<file path="config.mk">
export PLATFORM = sky130hd
export DESIGN_NAME = entropy_streamer
export DESIGN_NICKNAME = d
export VERILOG_FILES = /design/src/rtl/entropy_streamer.sv
export SDC_FILE = /design/constraint.sdc
export NUM_CORES = 1
export LEC_CHECK = 0
export BUFFER_PORTS_ARGS = -buffer_cell sky130_fd_sc_hd__buf_2
export CAP_MARGIN = 40
export CORE_MARGIN = 4
export CORE_UTILIZATION = 40
export CTS_CLUSTER_DIAMETER = 200
export CTS_CLUSTER_SIZE = 8
export DETAILED_ROUTE_END_ITERATION = 6
export PLACE_DENSITY = 0.65
export SYNTH_ARGS = -nofsm -noshare
export SYNTH_HDL_FRONTEND = slang
export SYNTH_SLANG_ARGS = --single-unit
</file>
<file path="constraint.sdc">
create_clock -name clk -period 3.5 [get_ports clk]
set_input_delay 0.525 -clock clk [delete_from_list [all_inputs] [get_ports clk]]
set_output_delay 0.525 -clock clk [all_outputs]
set_load 0.01 [all_outputs]
</file>
<file path="src/rtl/entropy_streamer.sv">
// Polls the entropy core as a read-only bus master and streams each word as a framed 5-byte burst (AA, MSB..LSB).
// Latency: a ready status poll is followed by the data read next cycle and tx_syn on the cycle after.
// Backpressure: each byte is held until tx_ack, then tx_syn drops until tx_ack falls; a frame is never cut short by enable.
module entropy_streamer #(
  parameter logic [7:0] ENT_PREFIX  = 8'h10,
  parameter logic [7:0] STATUS_ADDR = 8'h09,
  parameter logic [7:0] DATA_ADDR   = 8'h20,
  parameter int         POLL_WAIT   = 16,
  parameter logic [7:0] HDR_BYTE    = 8'hAA
) (
  input  logic        clk,
  input  logic        reset,
  input  logic        enable,
  input  logic [15:0] word_limit,
  output logic        bus_cs,
  output logic        bus_we,
  output logic [15:0] bus_address,
  output logic [31:0] bus_write_data,
  input  logic [31:0] bus_read_data,
  input  logic        bus_error,
  output logic        tx_syn,
  output logic [7:0]  tx_data,
  input  logic        tx_ack,
  output logic        busy,
  output logic        error_flag,
  output logic [31:0] word_count
);

  typedef enum logic [2:0] {
    S_IDLE = 3'd0,
    S_POLL = 3'd1,
    S_WAIT = 3'd2,
    S_READ = 3'd3,
    S_SEND = 3'd4,
    S_GAP  = 3'd5,
    S_DONE = 3'd6,
    S_ERR  = 3'd7
  } state_t;

  // WAIT lasts exactly POLL_WAIT cycles, so consecutive polls are POLL_WAIT+1 apart
  localparam logic [15:0] WAIT_LAST = 16'(POLL_WAIT - 1);

  state_t      state;
  state_t      state_nxt;
  logic [15:0] wait_cnt;
  logic [15:0] limit_q;
  logic [15:0] run_cnt;
  logic [31:0] word_q;
  logic [2:0]  byte_idx;
  logic        error_flag_q;
  logic [31:0] word_count_q;
  logic        word_done;

  // last byte acknowledged and tx_ack released: the frame is complete
  assign word_done = (state == S_GAP) && !tx_ack && (byte_idx == 3'd4);

  assign busy           = (state != S_IDLE);
  assign bus_we         = 1'b0;
  assign bus_write_data = 32'h0;
  assign error_flag     = error_flag_q;
  assign word_count     = word_count_q;

  // state register
  always_ff @(posedge clk or posedge reset) begin
    if (reset) begin
      state <= S_IDLE;
    end else begin
      state <= state_nxt;
    end
  end

  // next-state decode
  always_comb begin
    state_nxt = state;
    case (state)
      S_IDLE: if (enable) state_nxt = S_POLL;
      S_POLL: begin
        if (bus_error)             state_nxt = S_ERR;
        else if (bus_read_data[0]) state_nxt = S_READ;
        else                       state_nxt = S_WAIT;
      end
      S_WAIT: begin
        if (!enable)                    state_nxt = S_IDLE;
        else if (wait_cnt == WAIT_LAST) state_nxt = S_POLL;
      end
      S_READ: state_nxt = bus_error ? S_ERR : S_SEND;
      S_SEND: if (tx_ack) state_nxt = S_GAP;
      S_GAP: begin
        if (!tx_ack) state_nxt = (byte_idx == 3'd4) ? S_DONE : S_SEND;
      end
      S_DONE: begin
        if (!enable || ((limit_q != 16'd0) && (run_cnt == limit_q))) state_nxt = S_IDLE;
        else                                                          state_nxt = S_POLL;
      end
      S_ERR:   state_nxt = S_IDLE;
      default: state_nxt = S_IDLE;
    endcase
  end

  // bus strobes and byte port driven purely from the current state
  always_comb begin
    bus_cs      = 1'b0;
    bus_address = 16'h0;
    tx_syn      = 1'b0;
    tx_data     = 8'h0;
    case (state)
      S_POLL: begin
        bus_cs      = 1'b1;
        bus_address = {ENT_PREFIX, STATUS_ADDR};
      end
      S_READ: begin
        bus_cs      = 1'b1;
        bus_address = {ENT_PREFIX, DATA_ADDR};
      end
      S_SEND: begin
        tx_syn = 1'b1;
        case (byte_idx)
          3'd0:    tx_data = HDR_BYTE;
          3'd1:    tx_data = word_q[31:24];
          3'd2:    tx_data = word_q[23:16];
          3'd3:    tx_data = word_q[15:8];
          default: tx_data = word_q[7:0];
        endcase
      end
      default: ;
    endcase
  end

  // run bookkeeping, poll spacing, captured word, byte index and status counters
  always_ff @(posedge clk or posedge reset) begin
    if (reset) begin
      wait_cnt     <= 16'h0;
      limit_q      <= 16'h0;
      run_cnt      <= 16'h0;
      word_q       <= 32'h0;
      byte_idx     <= 3'd0;
      error_flag_q <= 1'b0;
      word_count_q <= 32'h0;
    end else begin
      word_count_q <= word_count_q + {31'd0, word_done};

      if ((state == S_IDLE) && enable) begin
        limit_q <= word_limit;
        run_cnt <= 16'h0;
      end else if (word_done) begin
        run_cnt <= run_cnt + 16'd1;
      end

      if (state == S_POLL)      wait_cnt <= 16'h0;
      else if (state == S_WAIT) wait_cnt <= wait_cnt + 16'd1;

      if (state == S_READ) begin
        word_q   <= bus_read_data;
        byte_idx <= 3'd0;
      end else if ((state == S_GAP) && !tx_ack && (byte_idx != 3'd4)) begin
        byte_idx <= byte_idx + 3'd1;
      end

      if (state == S_ERR) error_flag_q <= 1'b1;
    end
  end

endmodule
</file>
* Word-level counts from Yosys, hierarchy flattened
Index checks and enable logic that the tools add are counted.
Word-level totals: flip-flop bits (word level) 119, memory bits (writable) 0, latch bits 0, input bits 53, memories kept 0, ROM bits 0, output and inout bits 93
Operators by class: $add $sub $neg 4, bitwise logic cells 0, multipliers 0, muxes and demuxes 22, equality and inequality tests 18, div/mod/pow operators 0, shift operators 0, order comparisons 0, reductions and logical operators 17
Operator list (number):
- $mux 16 | 4
- $add 16x1->16 const B | 2
- $add 32x1->32 | 1
- $pmux 8 s4 | 1
- $pmux 13 s2 | 1
- $mux 3 | 8
- $pmux 3 s8 | 1
- $eq 16x16->1 | 1
- $eq 16x4->1 const B | 1
- $reduce_bool 16->1 | 1
- $eq 3x3->1 const B | 5
- $eq 3x2->1 const B | 4
- $mux 8 | 1
- $eq 3x1->1 const B | 2
- $logic_not 3->1 | 2
- $ne 2x2->1 const B | 3
- $ne 3x3->1 const B | 2
- $reduce_bool 2->1 | 3
- $logic_and 1x1->1 | 5
- $mux 1 | 4
- $mux 2 | 2
- $reduce_and 4->1 | 1
- $add 3x1->3 const B | 1
- $reduce_bool 3->1 | 1
- 3 further kinds | 4

* Longest topological paths before layout
Gate-level depths: netlist (run 1).
word-level depth 5, gate-level depth with buffers 11, depth with buffers taken out 10

* Worst setup path before layout (run 1)
Ideal clock, no wire load.
kind reg-to-reg, start point reg state[2], end point reg word_count_q[23] (netlist: word_count[23]), data required time 3375 ps, cell stages (with the launch flop) 10, slack 965 ps, arrival time 2410 ps, cell sequence dfrtp_1 -> clkbuf_1 -> and4bb_2 -> and2_1 -> clkbuf_1 -> ha_1 -> nand4_1 -> nor3_1 -> nand4_1 -> xnor2_1
On the way: longest elaborated chain between the ends 4
Ends and longest elaborated chain:
- start, declared | RTL line 43 | state_t state;
- start signal, assigned | RTL line 68 | state <= state_nxt;
- $eq 3x3->1 | RTL line 55 | assign word_done = (state == S_GAP) && !tx_ack && (byte_idx == 3'd4);
- $logic_and 1x1->1 (2 in series) | RTL line 55
- $add 32x1->32 | RTL line 140 | word_count_q <= word_count_q + {31'd0, word_done};
- end signal, assigned | RTL line 140
- end, declared | RTL line 51 | logic [31:0] word_count_q;
Every way passes these cells. A chain may end at the register's enable or synchronous reset.

* Worst setup path after layout (run 1)
start point reg byte_idx[2], end point out tx_data[4]
On the way: longest elaborated chain between the ends 3, elaborated cells on any way between the ends 6, classes of those cells eq/ne (3); mux (2); reduce/logical (1)
Ends and longest elaborated chain:
- start, declared | RTL line 49 | logic [2:0] byte_idx;
- start signal, assigned | RTL line 156 | byte_idx <= byte_idx + 3'd1;
- $eq 3x2->1, or another cell as far along | RTL line 117 | case (byte_idx)
- $pmux 8 s4 (*) | RTL line 117
- $mux 8 (*) | RTL line 106 | case (state)
- end, declared | RTL line 22 | output logic [7:0] tx_data,
Every way passes the cells marked *; elsewhere a longest branch is shown, timed or not.

==> out/qor.csv, run 1 <==
metric,value,unit
final hold violation count,0,
M1 wire length,6.17,mm
Synth Instances,648,
fin. max-slew vios,0,
number of enable flip-flop cells after synthesis,0,
DR iter-0 viols,277,
LEAKAGE,0.00366,uW
overall routed net length,13.0,mm
DR WL met3,873,um
hold_buf cts,0,
worst-skew pair later-pin latency,420,ps
cell repeated most along the worst path,nor2_1,
WP depth,7,
Buf/Inv on CP,2,
initial core utilization,0.409,
post-DP HPWL,9.14,mm
slowest cell delay on critical path,540,ps
Slew @ Worst Pin,749,ps
Row Count,44,
peak fanout along the critical path,12,
largest net degree at the start of global routing,120,
clk buf depth,2,
Fmax,0.328,GHz
Power Dens Cells,718,nW/um^2
clock skew,9.80,ps
die width,130,um
sequential share of the synthesized area,0.499,
area grow syn2layout,19.1,%
Final setup viols,0,
GP Congestion,0.793,
CORE AREA,14600,um^2
Nets,810,
class of the worst hold path,in -> async,
"FF+latch count, synth",119,
Async SR Flop Fraction,1.00,
CTS Sinks,119,
DIE HEIGHT,130,um
# IOs,146,
Met2 Routed Length,5.87,mm
Clock power frac,0.355,
sw power,1650,uW
Pre-antenna DRT Iters,4,
most frequent cells in the layout,"174 x nand2_1, 119 x dfrtp_1, 100 x buf_2",
syn avg cell area,9.21,um^2
"Cell Area, Synth",5970,um^2
Avg Vias per Cell,4.88,
Top Layer Used,met4,
Die ar.,16900,um^2
sequential power share,0.397,
max-cap violation count,0,
Sw Ratio,0.324,
CP Class,reg -> out,
layout cell share with drive strength beyond 1,0.181,
total track usage,0.160,
vias in the first global route,4386,
status,"complete, no violations",
Final Util,0.487,
Syn. warnings,0,
grt total ovfl,0,
Sum Neg Setup Slack,0,ps
Peak VDD IR,0.419,mV
family with the most delay on the worst path,compound AO/OA/AOI/OAI gates,
Clock Pin Slew Worst Setup and Hold Paths,50,ps
ys flop type,dfrtp_1,
"Slowest-stage cell, CP",dfrtp_1,
Worst EP required,2970,ps
CP Cell Sequence,"clkinv_1, ha_1, a222oi_1, nor2_1, a21oi_1, nor2_1, buf_2",
RSZ-0062 raised after global routing,no,
initial antenna violation count,0,
first-pass GRT wire length,21.4,mm
post-synth cell types,50,
H-tree depth,4,
P_int,3450,uW
crit end category,output pin,
Logic pwr share,0.247,
R2R depth,9,
Rel. slew slack,0.500,
post-CTS setup buffer count,0,
DR DRC count,0,
Vias,4609,
CP arrival,2520,ps
clock root buffer master,clkbuf_16,
"commonest non-fill, non-tap cell in the layout",nand2_1,
IO Port Bufs,100,
# resized after CTS,0,
Period minus WS final,3050,ps
WL/cell,13.8,um
Post-DRT Antenna Nets,0,
CP startpoint kind,flop,
final worst path period share,0.871,
clock buffer count from CTS,17,
antenna diode count,0,
TritonCTS clock tree,done,
final cells by class:
class,count,area [um^2]
well taps,184,230
fillers,1415,7480
clock buffers,23,468
multi-input cells,492,2670
inverters,13,52.6
flip-flops and latches,119,2980
clock inverters,9,148
repair buffers,105,558
registers in the layout, summed over array words and instances (netlist names):
name        cells
byte_idx        3
error_flag      1
limit_q        16
run_cnt        16
state           3
wait_cnt       16
word_count     32
word_q         32
stage by stage:
step                cells  worst slack [ps]  total power, uW  cell area (um^2)  hold slack [ps]
floorplan             692               965             2940              6140              445
global placement      912               556             3280              6480              460
detailed placement    913               474             3320              6490              457
CTS                   945               446             5160              7110              283
global route          945               185             5470              7110              294
finish                945               453             5100              7110              295
synthesized netlist by cell type (9+ instances only):
cell / n / area [um^2]
xnor2_1: 34 / 298
o21ai_0: 20 / 100
clkbuf_1: 19 / 71.3
buf_4: 47 / 353
a21oi_1: 18 / 90.1
ha_1: 9 / 113
dfrtp_1: 119 / 2980
nand2_1: 174 / 653
inv_1: 11 / 41.3
nand4_1: 19 / 119
nor2_1: 32 / 120
xor2_1: 24 / 210
nor4_1: 12 / 75.1
nand3_1: 31 / 155
tightest hold or removal path: cells and delay by family:
family   cells  cell delay [ps]
buf+inv      3              660
logic make-up after synthesis:
| logic type | count (synthesis) | synth area share |
|---|---|---|
| AND/OR/NAND/NOR | 308 | 0.234 |
| flip-flops | 119 | 0.499 |
| buffers and inverters | 81 | 0.0807 |
| AO/OA/AOI/OAI | 65 | 0.0700 |
| XOR/XNOR | 58 | 0.0851 |
| adder cells (fa/ha/maj) | 9 | 0.0189 |
| multiplexers | 7 | 0.0117 |
| other | 1 | 0.000628 |
layer usage:
metal	up-vias	GRT usage
li1	2297	-
met1	2172	0.221
met2	128	0.242
met3	12	0.0524
met4	0	0.0440
met5	-	0
final timing paths:
kind	end	slack [ps]	start
worst max-delay path	tx_data[4]	450	byte_idx[2]$_DFFE_PP0P_
worst min-delay path	word_count[10]$_DFF_PP0_	300	reset
max in group asynchronous	limit_q[4]$_DFFE_PP0P_	2740	reset
worst min register to register	error_flag$_DFFE_PP0N_	470	error_flag$_DFFE_PP0N_
min in group clk	word_q[7]$_DFFE_PP0N_	300	bus_read_data[7]
worst max register to register	word_count[23]$_DFF_PP0_	520	byte_idx[0]$_DFFE_PP0P_
power groups by stage:
stage                     clock network [uW]  logic, uW  registers (uW)
after CTS                               1850       1280            2030
after floorplan                            0        997            1940
after global routing                    1910       1470            2080
after global placement                     0       1240            2040
final                                   1810       1260            2030
after detailed placement                   0       1270            2050
Power figures use the tool's default switching activity.
==> run 2: changes to the inputs <==
--- a/config.mk
+++ b/config.mk
@@ -12,6 +12,7 @@
 export CTS_CLUSTER_DIAMETER = 200
 export CTS_CLUSTER_SIZE = 8
 export DETAILED_ROUTE_END_ITERATION = 6
+export GPL_TIMING_DRIVEN = 0
 export PLACE_DENSITY = 0.65
 export SYNTH_ARGS = -nofsm -noshare
 export SYNTH_HDL_FRONTEND = slang
==> run 2 against run 1 <==
Effect of this change: via count is 4.9% higher; cell count is 7.1% higher; clock skew grew 0.63 ps; design area grew 6.3%; critical path depth increased by 2; highest routed layer unchanged; critical endpoint unchanged.
==> out/qor.csv, run 2 (synthesis gave the netlist of run 1 again) <==
metric,value,unit
status,"complete, no violations",
Avg Vias per Cell,4.78,
reg2reg start,byte_idx[0]$_DFFE_PP0P_,
CTS Sinks,119,
WL/cell,13.5,um
TritonCTS clock tree,done,
crit end category,output pin,
placed cell areas,6950,um^2
Hold Slack,90.4,ps
clock skew,10.4,ps
DR iter-0 viols,418,
worst-skew pair later-pin latency,410,ps
Die ar.,16900,um^2
final hold violation count,0,
Row Count,44,
CP arrival,2650,ps
RSZ-0062 raised after global routing,no,
area grow syn2layout,26.6,%
Vias,4836,
R2R depth,10,
CP startpoint kind,flop,
largest net degree at the start of global routing,30,
Pre-antenna DRT Iters,4,
most frequent cells in the layout,"174 x nand2_1, 119 x dfrtp_1, 101 x buf_2",
DR DRC count,0,
Clock Pin Slew Worst Setup and Hold Paths,50,ps
initial core utilization,0.409,
IO Port Bufs,100,
LEAKAGE,0.00395,uW
post-DP HPWL,9.95,mm
"commonest non-fill, non-tap cell in the layout",nand2_1,
first-pass GRT wire length,23.0,mm
hold_buf cts,0,
Peak VDD IR,0.401,mV
met1 Usage GRT,0.233,
overall routed net length,13.6,mm
Post-DRT Antenna Nets,0,
met2 GRT Util,0.264,
fin. max-slew vios,0,
die width,130,um
Fmax,0.315,GHz
Final setup viols,0,
design area,7560,um^2
layout cell share with drive strength beyond 1,0.229,
class of the worst hold path,in -> async,
CP Launch Point,byte_idx[2]$_DFFE_PP0P_,
CORE AREA,14600,um^2
clock root buffer master,clkbuf_16,
Nets,877,
final worst path period share,0.908,
Rel. slew slack,0.517,
H-tree depth,4,
flop2flop setup slack,490,ps
initial antenna violation count,0,
peak fanout along the critical path,10,
GP Congestion,0.794,
post-CTS setup buffer count,0,
clock buffer count from CTS,17,
Sum Neg Setup Slack,0,ps
# IOs,146,
reg-to-reg endpoint,word_count[23]$_DFF_PP0_,
total track usage,0.170,
Slew @ Worst Pin,723,ps
Worst EP required,2970,ps
Period minus WS final,3180,ps
global routing's busiest layer,met2,
DIE HEIGHT,130,um
vias in the first global route,4657,
max-cap violation count,0,
clk buf depth,2,
Power Dens Cells,679,nW/um^2
met3 Usage GRT,0.0495,
grt total ovfl,0,
antenna diode count,0,
CP Class,reg -> out,
==> run 2: cell count changes in the layout (fill, tap and decap cells not counted), sizes merged <==
cell | before | now
buf | 105 | 153
bufinv | 4 | 2
clkbuf | 23 | 43
inv | 10 | 11
==> run 2: cell type report <==
class	instances	area, um^2
buffer	68	433
clock buffer	24	512
clock inverter	8	92.6
fill	1396	7030
inverter	13	52.6
multi-input combinational	492	2680
sequential	119	2980
tap	184	230
timing repair buffer	104	581
==> run 2: how the worst max path moves through the flow <==
stage                                    end  slack, ps
detailed placement  word_count[23]$_DFF_PP0_        270
CTS                               tx_data[4]         90
global route                      tx_data[4]        100
global placement    word_count[31]$_DFF_PP0_        270
finish                            tx_data[4]        320
floorplan           word_count[23]$_DFF_PP0_        960
==> run 2: power by group <==
group          internal (uW)  switching [uW]  leakage, uW
Clock                   1150             601     0.000302
Combinational            554             831      0.00209
Sequential              1720             263      0.00156
==> run 2: timing repair <==
action,in CTS,in global routing
endpoints found under the hold margin,0,0
gates resized for setup,0,2
endpoints found under the setup margin,0,6
==> run 2: metal layers <==
layer | wire length [um] | share of wire
met5 | 0 | 0
met4 | 150 | 0.011
met3 | 898 | 0.066
met2 | 6290 | 0.46
met1 | 6290 | 0.46
==> run 2: metrics by stage <==
step	cells	worst slack [ps]	total power, uW	utilization
finish	1012	324	5130	0.518
global route	1012	98.3	5500	0.518
CTS	1012	91.1	5170	0.518
detailed placement	980	271	3390	0.476
global placement	976	275	3350	0.471
floorplan	692	965	2940	-
==> run 2: critical path, cell delays in order (launching register included) <==
cell and delay [ps]:
dfrtp_1 350, clkbuf_1 360, inv_2 170, ha_1 230, clkbuf_1 210, a222oi_1 490
nor2_1 80, a21oi_1 130, nor2_1 60, buf_2 140
==> run 3: changes to the inputs <==
--- a/config.mk
+++ b/config.mk
@@ -9,6 +9,7 @@
 export CAP_MARGIN = 40
 export CORE_MARGIN = 4
 export CORE_UTILIZATION = 40
+export CTS_BUF_LIST = sky130_fd_sc_hd__clkbuf_16
 export CTS_CLUSTER_DIAMETER = 200
 export CTS_CLUSTER_SIZE = 8
 export DETAILED_ROUTE_END_ITERATION = 6
==> run 3 against run 2 <==
Effect of this change: sequential cell count unchanged; power down 2.8%; largest power group unchanged; design area down 0.79%; first-iteration DRC count down 12%; fmax about the same; critical path type unchanged; setup slack better by 2.5 ps; via count up 0.89%; utilization down 0.41 points.
==> out/qor.csv, run 3 (synthesis gave the netlist of run 1 again) <==
metric,value,unit
status,"complete, no violations",
clock buffer count from CTS,17,
Row Count,44,
Vias,4879,
overall routed net length,13.6,mm
CP Cell Sequence,"clkbuf_1, inv_2, ha_1, clkbuf_1, a222oi_1, nor2_1, a21oi_1, nor2_1, buf_2",
most frequent cells in the layout,"174 x nand2_1, 119 x dfrtp_1, 101 x buf_2",
die width,130,um
grt total ovfl,0,
max-cap violation count,0,
P_int,3300,uW
Die ar.,16900,um^2
DR iter-0 viols,369,
peak fanout along the critical path,10,
DR DRC count,0,
Rel. slew slack,0.517,
CP arrival,2650,ps
Pre-antenna DRT Iters,5,
Hold Slack,91.5,ps
largest net degree at the start of global routing,30,
Nets,877,
H-tree depth,4,
CTS Sinks,119,
class of the worst hold path,in -> async,
clock skew,4.89,ps
Slew @ Worst Pin,723,ps
# fillers,1406,
Final Util,0.514,
CP startpoint kind,flop,
total track usage,0.169,
final hold violation count,0,
placed cell areas,6950,um^2
Avg Vias per Cell,4.82,
area grow syn2layout,25.6,%
Buf/Inv on CP,4,
Clock Pin Slew Worst Setup and Hold Paths,50,ps
initial antenna violation count,0,
multi-input logic area,2680,um^2
CORE AREA,14600,um^2
vias in the first global route,4652,
sequential power share,0.399,
first-pass GRT wire length,22.8,mm
Fmax,0.315,GHz
WL/cell,13.5,um
"commonest non-fill, non-tap cell in the layout",nand2_1,
final worst path period share,0.907,
clock root buffer master,clkbuf_16,
layout cell share with drive strength beyond 1,0.222,
storage element area,2980,um^2
initial core utilization,0.409,
Post-DRT Antenna Nets,0,
DIE HEIGHT,130,um
Worst EP required,2970,ps
"Slowest-stage cell, CP",a222oi_1,
# IOs,146,
crit end category,output pin,
Logic pwr share,0.277,
TritonCTS clock tree,done,
fin. max-slew vios,0,
Period minus WS final,3170,ps
R2R depth,9,
flop2flop setup slack,490,ps
antenna diode count,0,
RSZ-0062 raised after global routing,no,
hold_buf cts,0,
GP Congestion,0.794,
Sum Neg Setup Slack,0,ps
reg-to-reg endpoint,word_count[23]$_DFF_PP0_,
IO Port Bufs,100,
design area,7500,um^2
family with the most delay on the worst path,buffers and inverters,
CP Class,reg -> out,
Sw Ratio,0.338,
worst-skew pair later-pin latency,410,ps
Final setup viols,0,
total power,4980,uW
slowest cell delay on critical path,490,ps
sw power,1680,uW
clk buf depth,2,
Peak VDD IR,0.359,mV
LEAKAGE,0.00392,uW
reg2reg start,state[2]$_DFFE_PP0P_,
Clock power frac,0.324,
Power Dens Cells,665,nW/um^2
post-DP HPWL,9.95,mm
## run 3: cell types whose count changed in the layout (fill, tap and decap cells not counted)
cell	before	now
inv_1	10	11
clkbuf_1	20	19
clkinv_1	1	7
clkbuf_8	6	0
## run 3: worst max-delay path by stage
stage                                       start                  endpoint  slack [ps]  cells past startpoint
after global placement       state[2]$_DFFE_PP0P_  word_count[31]$_DFF_PP0_         270                      9
final                     byte_idx[2]$_DFFE_PP0P_                tx_data[4]         330                      9
after global routing      byte_idx[2]$_DFFE_PP0P_                tx_data[4]         100                      9
after floorplan              state[2]$_DFFE_PP0P_  word_count[23]$_DFF_PP0_         960                      9
after detailed placement  byte_idx[0]$_DFFE_PP0P_  word_count[23]$_DFF_PP0_         270                     10
after CTS                 byte_idx[2]$_DFFE_PP0P_                tx_data[4]          90                      9
## run 3: repair_timing
action | 4_1_cts | 5_1_grt
buffers inserted | 0 | 0
resized for setup | 0 | 2
setup endpoints to repair | 0 | 6
## run 3: power by group through the flow
stage	sequential [uW]	clock [uW]	combinational, uW
detailed placement	2000	0	1390
global placement	1990	0	1350
global route	2040	1720	1600
CTS	1990	1640	1400
floorplan	1940	0	997
finish	1990	1610	1380
## run 3: final cells by class
cell class | instances | share of cell area
inverters | 13 | 0.00701
clock buffers | 17 | 0.0568
well taps | 184 | 0.0307
clock inverters | 15 | 0.0159
flip-flops and latches | 119 | 0.397
plain buffers | 68 | 0.0578
repair buffers | 104 | 0.0774
multi-input cells | 492 | 0.357
## run 3: through the flow
stage	cells	setup WS, ps
global route	1012	103
global placement	976	275
CTS	1012	87.5
floorplan	692	965
finish	1012	326
detailed placement	980	271
## run 3: metal layers
| metal | vias up | global-route usage | share of wire |
|---|---|---|---|
| met3 | 7 | 0.0491 | 0.068 |
| met4 | 0 | 0.0471 | 0.0079 |
| met2 | 143 | 0.260 | 0.46 |
| met1 | 2299 | 0.234 | 0.46 |
| li1 | 2430 | - | - |
| met5 | - | 0 | 0 |
